## src/rtl/hazard_pkg.sv

```systemverilog
// rtl/hazard_pkg.sv - shared types, codes and helpers for the hazard tracker
package hazard_pkg;
    localparam int REG_AW = 5;
    localparam int TIME_W = 4;

    localparam logic [TIME_W-1:0] TUSE_NONE = 4'hF;

    typedef enum logic [1:0] {
        FWD_GRF = 2'd0,
        FWD_E   = 2'd1,
        FWD_M   = 2'd2,
        FWD_W   = 2'd3
    } fwd_sel_e;

    typedef struct packed {
        logic              wr;
        logic [REG_AW-1:0] addr;
        logic [TIME_W-1:0] tnew;
    } hazard_rec_t;

    function automatic logic [TIME_W-1:0] sat_dec(input logic [TIME_W-1:0] v);
        return (v == '0) ? '0 : v - 1'b1;
    endfunction

    function automatic hazard_rec_t age_rec(input hazard_rec_t r);
        hazard_rec_t o;
        o      = r;
        o.tnew = sat_dec(r.tnew);
        return o;
    endfunction
endpackage

```

## src/rtl/hazard_src_match.sv

```systemverilog
// rtl/hazard_src_match.sv - nearest-producer match, stall and forward select for one source
module hazard_src_match
    import hazard_pkg::*;
(
    input  logic [REG_AW-1:0] src_addr,
    input  logic [TIME_W-1:0] src_use,
    input  hazard_rec_t       rec_e,
    input  hazard_rec_t       rec_m,
    input  hazard_rec_t       rec_w,
    output logic              stall_s,
    output logic [1:0]        fwd_s
);
    logic              found;
    logic [TIME_W-1:0] hit_tnew;
    logic [1:0]        hit_code;

    function automatic logic hit(input hazard_rec_t r, input logic [REG_AW-1:0] a);
        return r.wr && (r.addr == a) && (a != '0);
    endfunction

    // Nearest stage wins; older writers of the same register are shadowed.
    always_comb begin
        found    = 1'b0;
        hit_tnew = '0;
        hit_code = FWD_GRF;
        if (src_use != TUSE_NONE) begin
            if (hit(rec_e, src_addr)) begin
                found = 1'b1; hit_tnew = rec_e.tnew; hit_code = FWD_E;
            end else if (hit(rec_m, src_addr)) begin
                found = 1'b1; hit_tnew = rec_m.tnew; hit_code = FWD_M;
            end else if (hit(rec_w, src_addr)) begin
                found = 1'b1; hit_tnew = rec_w.tnew; hit_code = FWD_W;
            end
        end
        stall_s = found && (hit_tnew > src_use);
        // A producer that is ready by the consumer's use time is forwarded from its stage.
        fwd_s   = (found && !stall_s) ? hit_code : FWD_GRF;
    end
endmodule

```

## src/rtl/hazard_tracker.sv

```systemverilog
// rtl/hazard_tracker.sv - E/M/W scoreboard driving stall, D-stage forwarding and a stall counter
// Optional MDU busy tracking is built when HAZARD_TRACKER_MDU_EN is defined.
module hazard_tracker
    import hazard_pkg::*;
#(
    parameter int MDU_MUL_LAT = 5,
    parameter int MDU_DIV_LAT = 10
) (
    input  logic              clk,
    input  logic              reset_n,
    input  logic              d_valid,
    input  logic [REG_AW-1:0] d_rs_addr,
    input  logic [REG_AW-1:0] d_rt_addr,
    input  logic [TIME_W-1:0] d_rs_use,
    input  logic [TIME_W-1:0] d_rt_use,
    input  logic              d_reg_write,
    input  logic [REG_AW-1:0] d_dst_addr,
    input  logic [TIME_W-1:0] d_dst_save,
    input  logic              d_md_use,
    input  logic              e_md_start,
    input  logic              e_md_is_div,
    output logic              stall,
    output logic [1:0]        fwd_rs,
    output logic [1:0]        fwd_rt,
    output logic [31:0]       stall_cnt
);
    hazard_rec_t rec_e_q, rec_m_q, rec_w_q;
    hazard_rec_t rec_e_d, rec_m_d, rec_w_d;
    logic [31:0] stall_cnt_q, stall_cnt_d;
    logic [TIME_W-1:0] rs_use_g, rt_use_g;
    logic stall_rs, stall_rt, stall_mdu;

    // An invalid D slot is treated as reading nothing.
    assign rs_use_g = d_valid ? d_rs_use : TUSE_NONE;
    assign rt_use_g = d_valid ? d_rt_use : TUSE_NONE;

    hazard_src_match u_match_rs (
        .src_addr (d_rs_addr),
        .src_use  (rs_use_g),
        .rec_e    (rec_e_q),
        .rec_m    (rec_m_q),
        .rec_w    (rec_w_q),
        .stall_s  (stall_rs),
        .fwd_s    (fwd_rs)
    );

    hazard_src_match u_match_rt (
        .src_addr (d_rt_addr),
        .src_use  (rt_use_g),
        .rec_e    (rec_e_q),
        .rec_m    (rec_m_q),
        .rec_w    (rec_w_q),
        .stall_s  (stall_rt),
        .fwd_s    (fwd_rt)
    );

`ifdef HAZARD_TRACKER_MDU_EN
    logic [7:0] mdu_busy_q;

    always_ff @(posedge clk or negedge reset_n) begin
        if (!reset_n) begin
            mdu_busy_q <= '0;
        end else if (e_md_start) begin
            mdu_busy_q <= e_md_is_div ? 8'(MDU_DIV_LAT) : 8'(MDU_MUL_LAT);
        end else if (mdu_busy_q != '0) begin
            mdu_busy_q <= mdu_busy_q - 8'd1;
        end
    end

    assign stall_mdu = d_valid & d_md_use & (e_md_start | (mdu_busy_q != '0));
`else
    logic unused_mdu;
    assign unused_mdu = ^{d_md_use, e_md_start, e_md_is_div};
    assign stall_mdu  = 1'b0;
`endif

    assign stall = stall_rs | stall_rt | stall_mdu;

    always_comb begin
        rec_e_d = '0;
        if (!stall) begin
            rec_e_d.wr   = d_valid & d_reg_write & (d_dst_addr != '0);
            rec_e_d.addr = d_dst_addr;
            rec_e_d.tnew = d_dst_save;
        end
    end

    assign rec_m_d     = age_rec(rec_e_q);
    assign rec_w_d     = age_rec(rec_m_q);
    assign stall_cnt_d = (stall && (stall_cnt_q != '1)) ? stall_cnt_q + 32'd1 : stall_cnt_q;

    always_ff @(posedge clk or negedge reset_n) begin
        if (!reset_n) begin
            rec_e_q     <= '0;
            rec_m_q     <= '0;
            rec_w_q     <= '0;
            stall_cnt_q <= '0;
        end else begin
            rec_e_q     <= rec_e_d;
            rec_m_q     <= rec_m_d;
            rec_w_q     <= rec_w_d;
            stall_cnt_q <= stall_cnt_d;
        end
    end

    assign stall_cnt = stall_cnt_q;
endmodule

```

## config.mk

```make
export PLATFORM = sky130hd
export DESIGN_NAME = hazard_tracker
export DESIGN_NICKNAME = d
export VERILOG_FILES = /design/src/rtl/hazard_pkg.sv /design/src/rtl/hazard_src_match.sv /design/src/rtl/hazard_tracker.sv
export SDC_FILE = /design/constraint.sdc
export NUM_CORES = 1
export LEC_CHECK = 0
export CAP_MARGIN = 10
export CORE_MARGIN = 5
export CORE_UTILIZATION = 51
export DETAILED_ROUTE_END_ITERATION = 12
export PLACE_DENSITY = 0.78
export RECOVER_POWER = 25
export SLEW_MARGIN = 20
export SYNTH_ARGS = -nofsm -noshare
export SYNTH_HDL_FRONTEND = slang
export SYNTH_SLANG_ARGS = --single-unit
```

## constraint.sdc

```tcl
create_clock -name clk -period 5.2 [get_ports clk]
set_clock_uncertainty 0.2 [all_clocks]
set_input_delay 1.04 -clock clk [delete_from_list [all_inputs] [get_ports clk]]
set_output_delay 1.04 -clock clk [all_outputs]
set_load 0.05 [all_outputs]
```

* Word-level counts from Yosys, hierarchy flattened
Cells that the tools add are included.
Storage, ports and cells: register bits after elaboration 62, bits in latches 0, memory bits (writable) 0, bits in read-only memories 0, input port bits 34, output and inout bits 37, logic and storage cells 82, memories 0
Operators by class: $add $sub $neg 3, $mul 0, div/mod/pow operators 0, magnitude comparators 2, equality and inequality tests 9, shift-type cells 0, multiplexer cells 31, bitwise operators 3, reduce and logical (&&, ||, !) cells 24
Operator list (number):
- two-way mux 4 bit | 12
- adder 32 x 1 -> 32 bit, second input constant | 1
- inequality test 32 bit, second input constant | 1
- == test 5 bit | 6
- two-way mux 2 bit | 10
- logical AND 1 bit | 17
- nonzero test 5 bit | 3
- two-way mux 10 bit | 1
- greater-than comparator 4 bit | 2
- logical NOT 4 bit | 2
- two-way mux 1 bit | 8
- inequality test 4 bit, second input constant | 2
- subtractor 4 x 1 -> 4 bit, second input constant | 2
- bitwise AND 1 bit | 2
- logical NOT 1 bit | 2
- bitwise OR 1 bit | 1

* Logic depth before layout (Yosys ltp)
Gate-level depths: netlist (run 1).
depth in word-level cells 12, mapped depth 17, gate-level depth less buffers 15

* Hierarchy
From an unflattened synthesis (run 1), not the netlist that was laid out.
Second synthesis, totals: cells, all modules 338, area, all modules 3533.4 um^2
Modules (own cells, without submodules):
- hazard_tracker | instances 1, cells each 208, area each 2565.0 um^2, seq. area each 1551.5 um^2
- hazard_src_match | instances 2, cells each 65, area each 484.2 um^2, seq. area each 0.0 um^2

* Least setup slack after synthesis (run 1)
OpenSTA, ideal clock, no wires.
path type input -> output, start input port d_rs_addr[1], end output port fwd_rs[1], arrival 4525 ps, required time 3960 ps, slack -565 ps, stages 11, path buffers 0, cell sequence or4_1 > nor2_2 > nor4_1 > nor2b_1 > a221oi_1 > nor3_1 > ha_1 > nor2b_1 > o21ai_0 > a21oi_1 > nor4_1
On the way: longest elaborated chain between the ends 12, elaborated cells between the ends (all ways) 27
RTL lines:
- from (decl) | RTL line hazard_tracker.sv:12 | input logic [REG_AW-1:0] d_rs_addr,
- == test 5 bit | RTL line hazard_src_match.sv:18 | return r.wr && (r.addr == a) && (a != '0);
- logical AND 1 bit (2 in a row) | RTL line hazard_src_match.sv:18
- two-way mux 4 bit | RTL line hazard_src_match.sv:31 | end else if (hit(rec_w, src_addr)) begin
- two-way mux 4 bit | RTL line hazard_src_match.sv:29 | end else if (hit(rec_m, src_addr)) begin
- two-way mux 4 bit | RTL line hazard_src_match.sv:27 | if (hit(rec_e, src_addr)) begin
- two-way mux 4 bit | RTL line hazard_src_match.sv:26 | if (src_use != TUSE_NONE) begin
- greater-than comparator 4 bit | RTL line hazard_src_match.sv:35 | stall_s = found && (hit_tnew > src_use);
- logical AND 1 bit | RTL line hazard_src_match.sv:35
- logical NOT 1 bit | RTL line hazard_src_match.sv:37 | fwd_s = (found && !stall_s) ? hit_code : FWD_GRF;
- logical AND 1 bit | RTL line hazard_src_match.sv:37
- two-way mux 2 bit (*) | RTL line hazard_src_match.sv:37
- to (decl) | RTL line hazard_tracker.sv:23 | output logic [1:0] fwd_rs,
Every way passes the cells marked *; elsewhere a longest branch is shown, timed or not.

* Final worst setup path (run 1)
start input port d_rs_addr[4], end output port stall
On the way: longest elaborated chain between the ends 10, elaborated cells between the ends (all ways) 21
RTL lines:
- == test 5 bit | RTL line hazard_src_match.sv:18
- logical AND 1 bit (2 in a row) | RTL line hazard_src_match.sv:18
- two-way mux 4 bit | RTL line hazard_src_match.sv:31
- two-way mux 4 bit | RTL line hazard_src_match.sv:29
- two-way mux 4 bit | RTL line hazard_src_match.sv:27
- two-way mux 4 bit | RTL line hazard_src_match.sv:26
- greater-than comparator 4 bit | RTL line hazard_src_match.sv:35
- logical AND 1 bit (*) | RTL line hazard_src_match.sv:35
- bitwise OR 1 bit (*) | RTL line hazard_tracker.sv:77 | assign stall = stall_rs | stall_rt | stall_mdu;
- to (decl) | RTL line hazard_tracker.sv:22 | output logic stall,
Marked as above.

==> results of run 1 <==
## timing repair
item / CTS / global route
buffers inserted: 9 / 2
setup endpoints to repair: 5 / 5
gates resized for setup: 50 / 23
gates cloned: 0 / 1
pin swaps: 26 / 19
## registers in the layout, indices dropped and copies added, names as in the netlist
signal / count
rec_w_q: 10
rec_e_q: 10
rec_m_q: 10
stall_cnt: 32
## routing by layer
layer / part of all wire [%] / vias up / global-route usage, %
met3: 5.3 / 8 / 5.54
met1: 43 / 1420 / 28.6
met4: 0.77 / 0 / 6.72
met2: 51 / 104 / 35.7
met5: 0 / - / 0
li1: - / 1374 / -
## Yosys cell counts (4+ instances only)
cell      instances
dfrtp_1          62
xor2_1           31
xnor2_1          30
nor3_1           18
nand2_1          17
nor2_1           17
nor2b_1          17
nand4_1          15
and3_1           14
nand3_1          11
nor4_1           10
ha_1              9
a221oi_1          8
o21ai_0           6
clkbuf_1          4
nand2b_1          4
or4_1             4
## cell usage in the layout (no fill, tap or decap), types with 3 or more instances in the layout
master            n
nor2b_1          14
xnor2_1          28
nor2_1           16
nor4_2            5
nand4_1          15
dlygate4sd2_1     3
o21ai_0           4
nor4_1            4
nor4_4            5
buf_4            30
nor3_1           13
and3_1           14
nand2b_1          3
dfrtp_1          62
nor3_2            5
nor4b_1           3
clkbuf_2          5
nand2_1          17
inv_1             3
ha_1              9
a221oi_2          4
xor2_1           31
buf_12            4
clkbuf_8         10
buf_6             4
clkdlybuf4s50_1  51
nand3_1          11
## report_power, final
part           switching [mW]  total, mW  internal [mW]
Sequential             0.0200      0.516          0.496
Clock                   0.197      0.482          0.285
Combinational          0.0575      0.112         0.0546
Total                   0.275       1.11          0.836
## critical path: stages
cell and delay [ns]:
dlygate4sd2_1 0.26, buf_6 0.13, xnor2_1 0.15, nand4_1 0.23, nor4_2 0.65, a221oi_4 0.07
nor3_2 0.19, ha_1 0.28, nand4_1 0.15, o21ai_2 0.10, a211oi_2 0.20, o31ai_2 0.15
and2_4 0.18, inv_4 0.07, buf_12 0.13
## how the worst max path moves through the flow
stage	from	endpoint	slack, ns	cells after the start
global placement	d_rt_addr[1]	stall	-0.48	13
floorplan	d_rs_addr[1]	fwd_rs[1]	-0.02	11
finish	d_rs_addr[4]	stall	-0.03	15
global route	d_rs_addr[4]	stall	-0.12	15
CTS	d_rt_addr[2]	fwd_rt[0]	0.007	15
detailed placement	d_rt_addr[1]	stall	-0.54	13
## logic make-up after synthesis
kind of cell	Yosys count
AOI/OAI and AO/OA	27
DFF	62
xor gates and xnor gates	61
adders and majority gates	9
and+or+nand+nor	149
muxes	1
buffers and inverters	13
## cell type report
class                      instances  area (µm²)  area share, %
clock inverter                     6        92.6           1.89
inverter                           4        17.5          0.358
sequential                        62        1550           31.7
clock buffer                      10         138           2.81
multi-input combinational        248        2030           41.4
timing repair buffer             102         973           19.9
tap                               77        96.3           1.97
==> metrics.txt, run 1 <==
Gate Count Post-Synth 322; P_leak 2.08 nW; chip height 91.3 µm; Core Box Area 6390 µm²; first-pass GRT wire length 14.8 mm; IO buf count 67; P&R area growth vs syn 45.4%; placed insts 481; synthesized area 3370 µm²; FFs w/ async S/R, synth 100%; initial antenna violation count 0; total number of vias 2,906; largest family of logic cells by synthesized area simple AND/OR/NAND/NOR gates; count of cell types in the netlist 45; crit share post-route 101%; ant diodes 0; final std cells w/o fill 509; R2R setup slack 0.98 ns; min cycle time layout 5.23 ns; mux cell area share after synthesis 0.334%; initial cell density of the core 52.7%; Synth Area in Compound Gates 5.83%; PwrDens 227 nW/µm²; count of flip-flops with a built-in enable after synthesis 0; Hold Slack 0.220 ns; crit path max fanout 4; global placer's final weighted congestion 0.848; setup violators final 1; post-route ant nets 0; xor and xnor area share after synthesis 15.9%; Die X 91.3 µm; Clk Latency, worst-skew pair 0.34 ns; sequential share of the synthesized area 46.1%; share of cells above drive strength 1 24.8%; vias in the first global route 3,021; Total Die Area 8330 µm²; RSZ-0062 raised after global routing true; Worst Path Required 3.96 ns; CP Data Arrival Time 3.99 ns; Slew HR -116%; final core occ 76.7%; setup ws final -0.0323 ns; dominant cell type by area after synthesis dfrtp_1; final WL 9.21 mm; area share of the leading cell type in the synthesized netlist 46.1%; DR vias/cell 5.71; Synth Area in Simple Gates 26.4%; Slew Viols, Final 63; GRT Total Usage 21.8%; design area 4900 µm²; f_max 191 MHz; Hold Path Origin rec_m_q[9]$_DFF_PN0_; fin nets 470; total congestion overflow 0; Fillers 404; failing checks capacitance limit, slew limit, setup timing; top cells by area in the synthesized netlist dfrtp_1 (46%), xor2_1 (8.1%), xnor2_1 (7.8%); CTS Root Buffer Type clkbuf_8; number of synthesized register bits 62; Post-Syn Nets 365; Worst-Margin Slew 3.23 ns; Bufs on Longest Clock Path 2; worst slack, placed -0.538 ns; CP Class input port to output pin; num ports 71; Setup TNS -0.0323 ns; Hold Crit Depth 0; ys flop type dfrtp_1; Cell Area, Placed 4320 µm²; Mean Syn Cell Area 10.5 µm²; crit start category input port; clock net sink count 62; YS warnings 0; R2R Path Start rec_e_q[8]$_DFF_PN0_; TritonCTS Buffers 9; total power 1.11 mW; Post-route DRC 0; largest net degree at the start of global routing 63; Final Hold Vio Count 0; Worst-path clk slew 0.07 ns; worst reg2reg path depth 17; Worst VDD drop 0.182 mV; Hold WC Path Type flip-flop to flip-flop; drt wl/cell 18.1 µm; 1st-iter DRT viols 195; CP endpoint kind output pin; # Max-Cap Violations 1; drt first pass iters 4; Site Rows 29; Hold-fix buffers, CTS 0; Worst R2R End stall_cnt[6]$_DFFE_PN0P_; outcome finished, violations left; CTS H-tree lvls 3; CTS tree yes; adder-cell share of the synthesized area 3.34%; HPWL Detailed 5.91 mm; worst hold endpoint rec_w_q[9]$_DFF_PN0_
(Power assumes the default switching activity.)
==> inputs of run 2 (changes only) <==
clock period = 5.53 ns   (was 5.2 ns; I/O delays follow)
==> run 2 against run 1 <==
Via count about the same. Die area is the same. The flow finishes with violations (capacitance limit, slew limit). Hold slack gained 0.012 ns. Critical endpoint is now fwd_rt[1]. Combinational power down 6%. Clock power is 8.7% lower. Final cell count decreased by 1.2%. Core utilization decreased by 0.63 points. Sequential share of layout area is 0.26 points higher. Setup slack improved by 0.15 ns. Power shrank 7.3%. Count of clock-buffer cells in the layout decreased by 1. Non-clock buffer count shrank 5.
==> metrics.txt, run 2 (synthesis results as in run 1) <==
Comb pwr share 10.2%; Post-route DRC 0; GRT Total Usage 20.6%; crit-path max cell delay 0.56 ns; clock power share 42.7%; Worst-Margin Slew 3.22 ns; CTS Root Buffer Type clkbuf_8; CTS H-tree lvls 3; Fillers 438; crit-path cells dlygate4sd2_1 > or4_4 > nor2_4 > nor4_4 > buf_4 > a221oi_2 > nor3_2 > ha_1 > nor2b_1 > o211ai_1 > a21oi_4 > nand2b_4 > nor3_4 > buf_12; clock net sink count 62; fin nets 464; P_leak 2.11 nW; final core occ 76.0%; Flop pwr share 47.1%; CP Class input port to output pin; Int Pwr 774 µW; Die X 91.3 µm; total congestion overflow 0; Hold WC Path Type flip-flop to flip-flop; final WL 9.04 mm; max reg flops 32; DR vias/cell 5.78; min cycle time layout 5.41 ns; CP Data Arrival Time 4.11 ns; outcome finished, violations left; Core Box Area 6390 µm²; drt first pass iters 4; CTS tree yes; R2R setup slack 1.41 ns; most frequent cells in the layout dfrtp_1 (62), clkdlybuf4s50_1 (51), xor2_1 (31); ant diodes 0; # Max-Cap Violations 1; crit path max fanout 5; chip height 91.3 µm; Worst VDD drop 0.229 mV; FF+latch area 1550 µm²; initial antenna violation count 0; share of cells above drive strength 1 21.8%; first-pass GRT wire length 13.9 mm; most common cell after layout, fill and taps aside dfrtp_1; Bufs on Longest Clock Path 2; Slew Viols, Final 63; crit path launch d_rt_addr[1]; HPWL Detailed 5.88 mm; R2R Path Start rec_m_q[8]$_DFF_PN0_; switching part of the total 24.9%; f_max 185 MHz; drt wl/cell 18.0 µm; initial cell density of the core 52.7%; Total Die Area 8330 µm²; crit start category input port; Slew HR -115%; setup violators final 0; CP endpoint kind output pin; Site Rows 29; largest net degree at the start of global routing 63; Worst Path Required 4.22 ns; vias in the first global route 2,920; Hold Slack 0.232 ns; multi-input combinational cell area 2000 µm²; P&R area growth vs syn 44.2%; global placer's final weighted congestion 0.818; PwrDens 212 nW/µm²; total power 1.03 mW; total number of vias 2,907; Hold-fix buffers, CTS 0; IO buf count 67; crit share post-route 97.9%; failing checks capacitance limit, slew limit; TritonCTS Buffers 9; Clk Latency, worst-skew pair 0.34 ns; Hold Path Origin rec_m_q[9]$_DFF_PN0_; slowest CP cell or4_4; num ports 71; post-route ant nets 0; sw power 256 µW; Worst-path clk slew 0.08 ns; Final Hold Vio Count 0; 1st-iter DRT viols 194
-- run 2: cell count changes in the layout (fill, tap and decap cells not counted), moves of 2 or more --
cell	delta
clkbuf_2	-5
buf_4	-4
a21oi_1	+2
nor4_4	-2
clkinvlp_4	+2
a21oi_2	-2
dlygate4sd2_1	-2
dlymetal6s2s_1	+8
xnor2_2	+2
xnor2_1	-2
-- run 2: final timing paths --
check                                            end  cells after the start
setup / recovery                           fwd_rt[1]                     14
hold / removal                  rec_w_q[9]$_DFF_PN0_                      0
setup reg to reg           stall_cnt[11]$_DFFE_PN0P_                     17
hold reg to reg                 rec_w_q[9]$_DFF_PN0_                      0
max in group asynchronous       rec_e_q[8]$_DFF_PN0_                      2
min in group asynchronous  stall_cnt[19]$_DFFE_PN0P_                      2
-- run 2: power by group through the flow --
stage | Sequential, mW | Clock, mW | Combinational, mW
floorplan | 0.487 | 0 | 0.0401
global placement | 0.489 | 0 | 0.0899
CTS | 0.482 | 0.447 | 0.0969
detailed placement | 0.490 | 0 | 0.0921
global route | 0.487 | 0.470 | 0.114
finish | 0.485 | 0.440 | 0.105
-- run 2: critical path: cells and delay by family --
kind / cells / cell delay [ns]
adders and majority gates: 1 / 0.30
AOI/OAI and AO/OA: 3 / 0.69
buffers and inverters: 3 / 0.62
and+or+nand+nor: 7 / 1.39
-- run 2: final cells by class --
cell class                 count  share of cell area [%]
clock buffer                   9                    2.55
clock inverter                 7                    2.04
inverter                       4                   0.361
multi-input combinational    247                    41.2
sequential                    62                    32.0
tap                           77                    1.98
timing repair buffer          97                    19.9
-- run 2: through the flow --
step	instance area [µm²]	TNS, ns	setup WS (ns)	instances
final	4860	0	0.117	503
after global routing	4860	-0.0321	-0.0321	503
after CTS	4670	0	0.00600	499
after detailed placement	4320	-1.23	-0.366	482
after global placement	4320	-0.678	-0.311	482
after floorplan	3380	0	0.0315	322
-- run 2: metal layers --
metal	routed length [µm]	vias up	track usage [%]	share of wire [%]
met2	4660	99	33.2	52
met1	3750	1436	25.9	42
met5	0	-	0	0
li1	-	1360	-	-
met3	516	12	7.93	5.7
met4	108	0	5.50	1.2
-- run 2: repair_timing --
item,in CTS,in global routing
resized for setup,29,29
pin swaps,7,21
endpoints found under the setup margin,5,5
buffers inserted,1,4
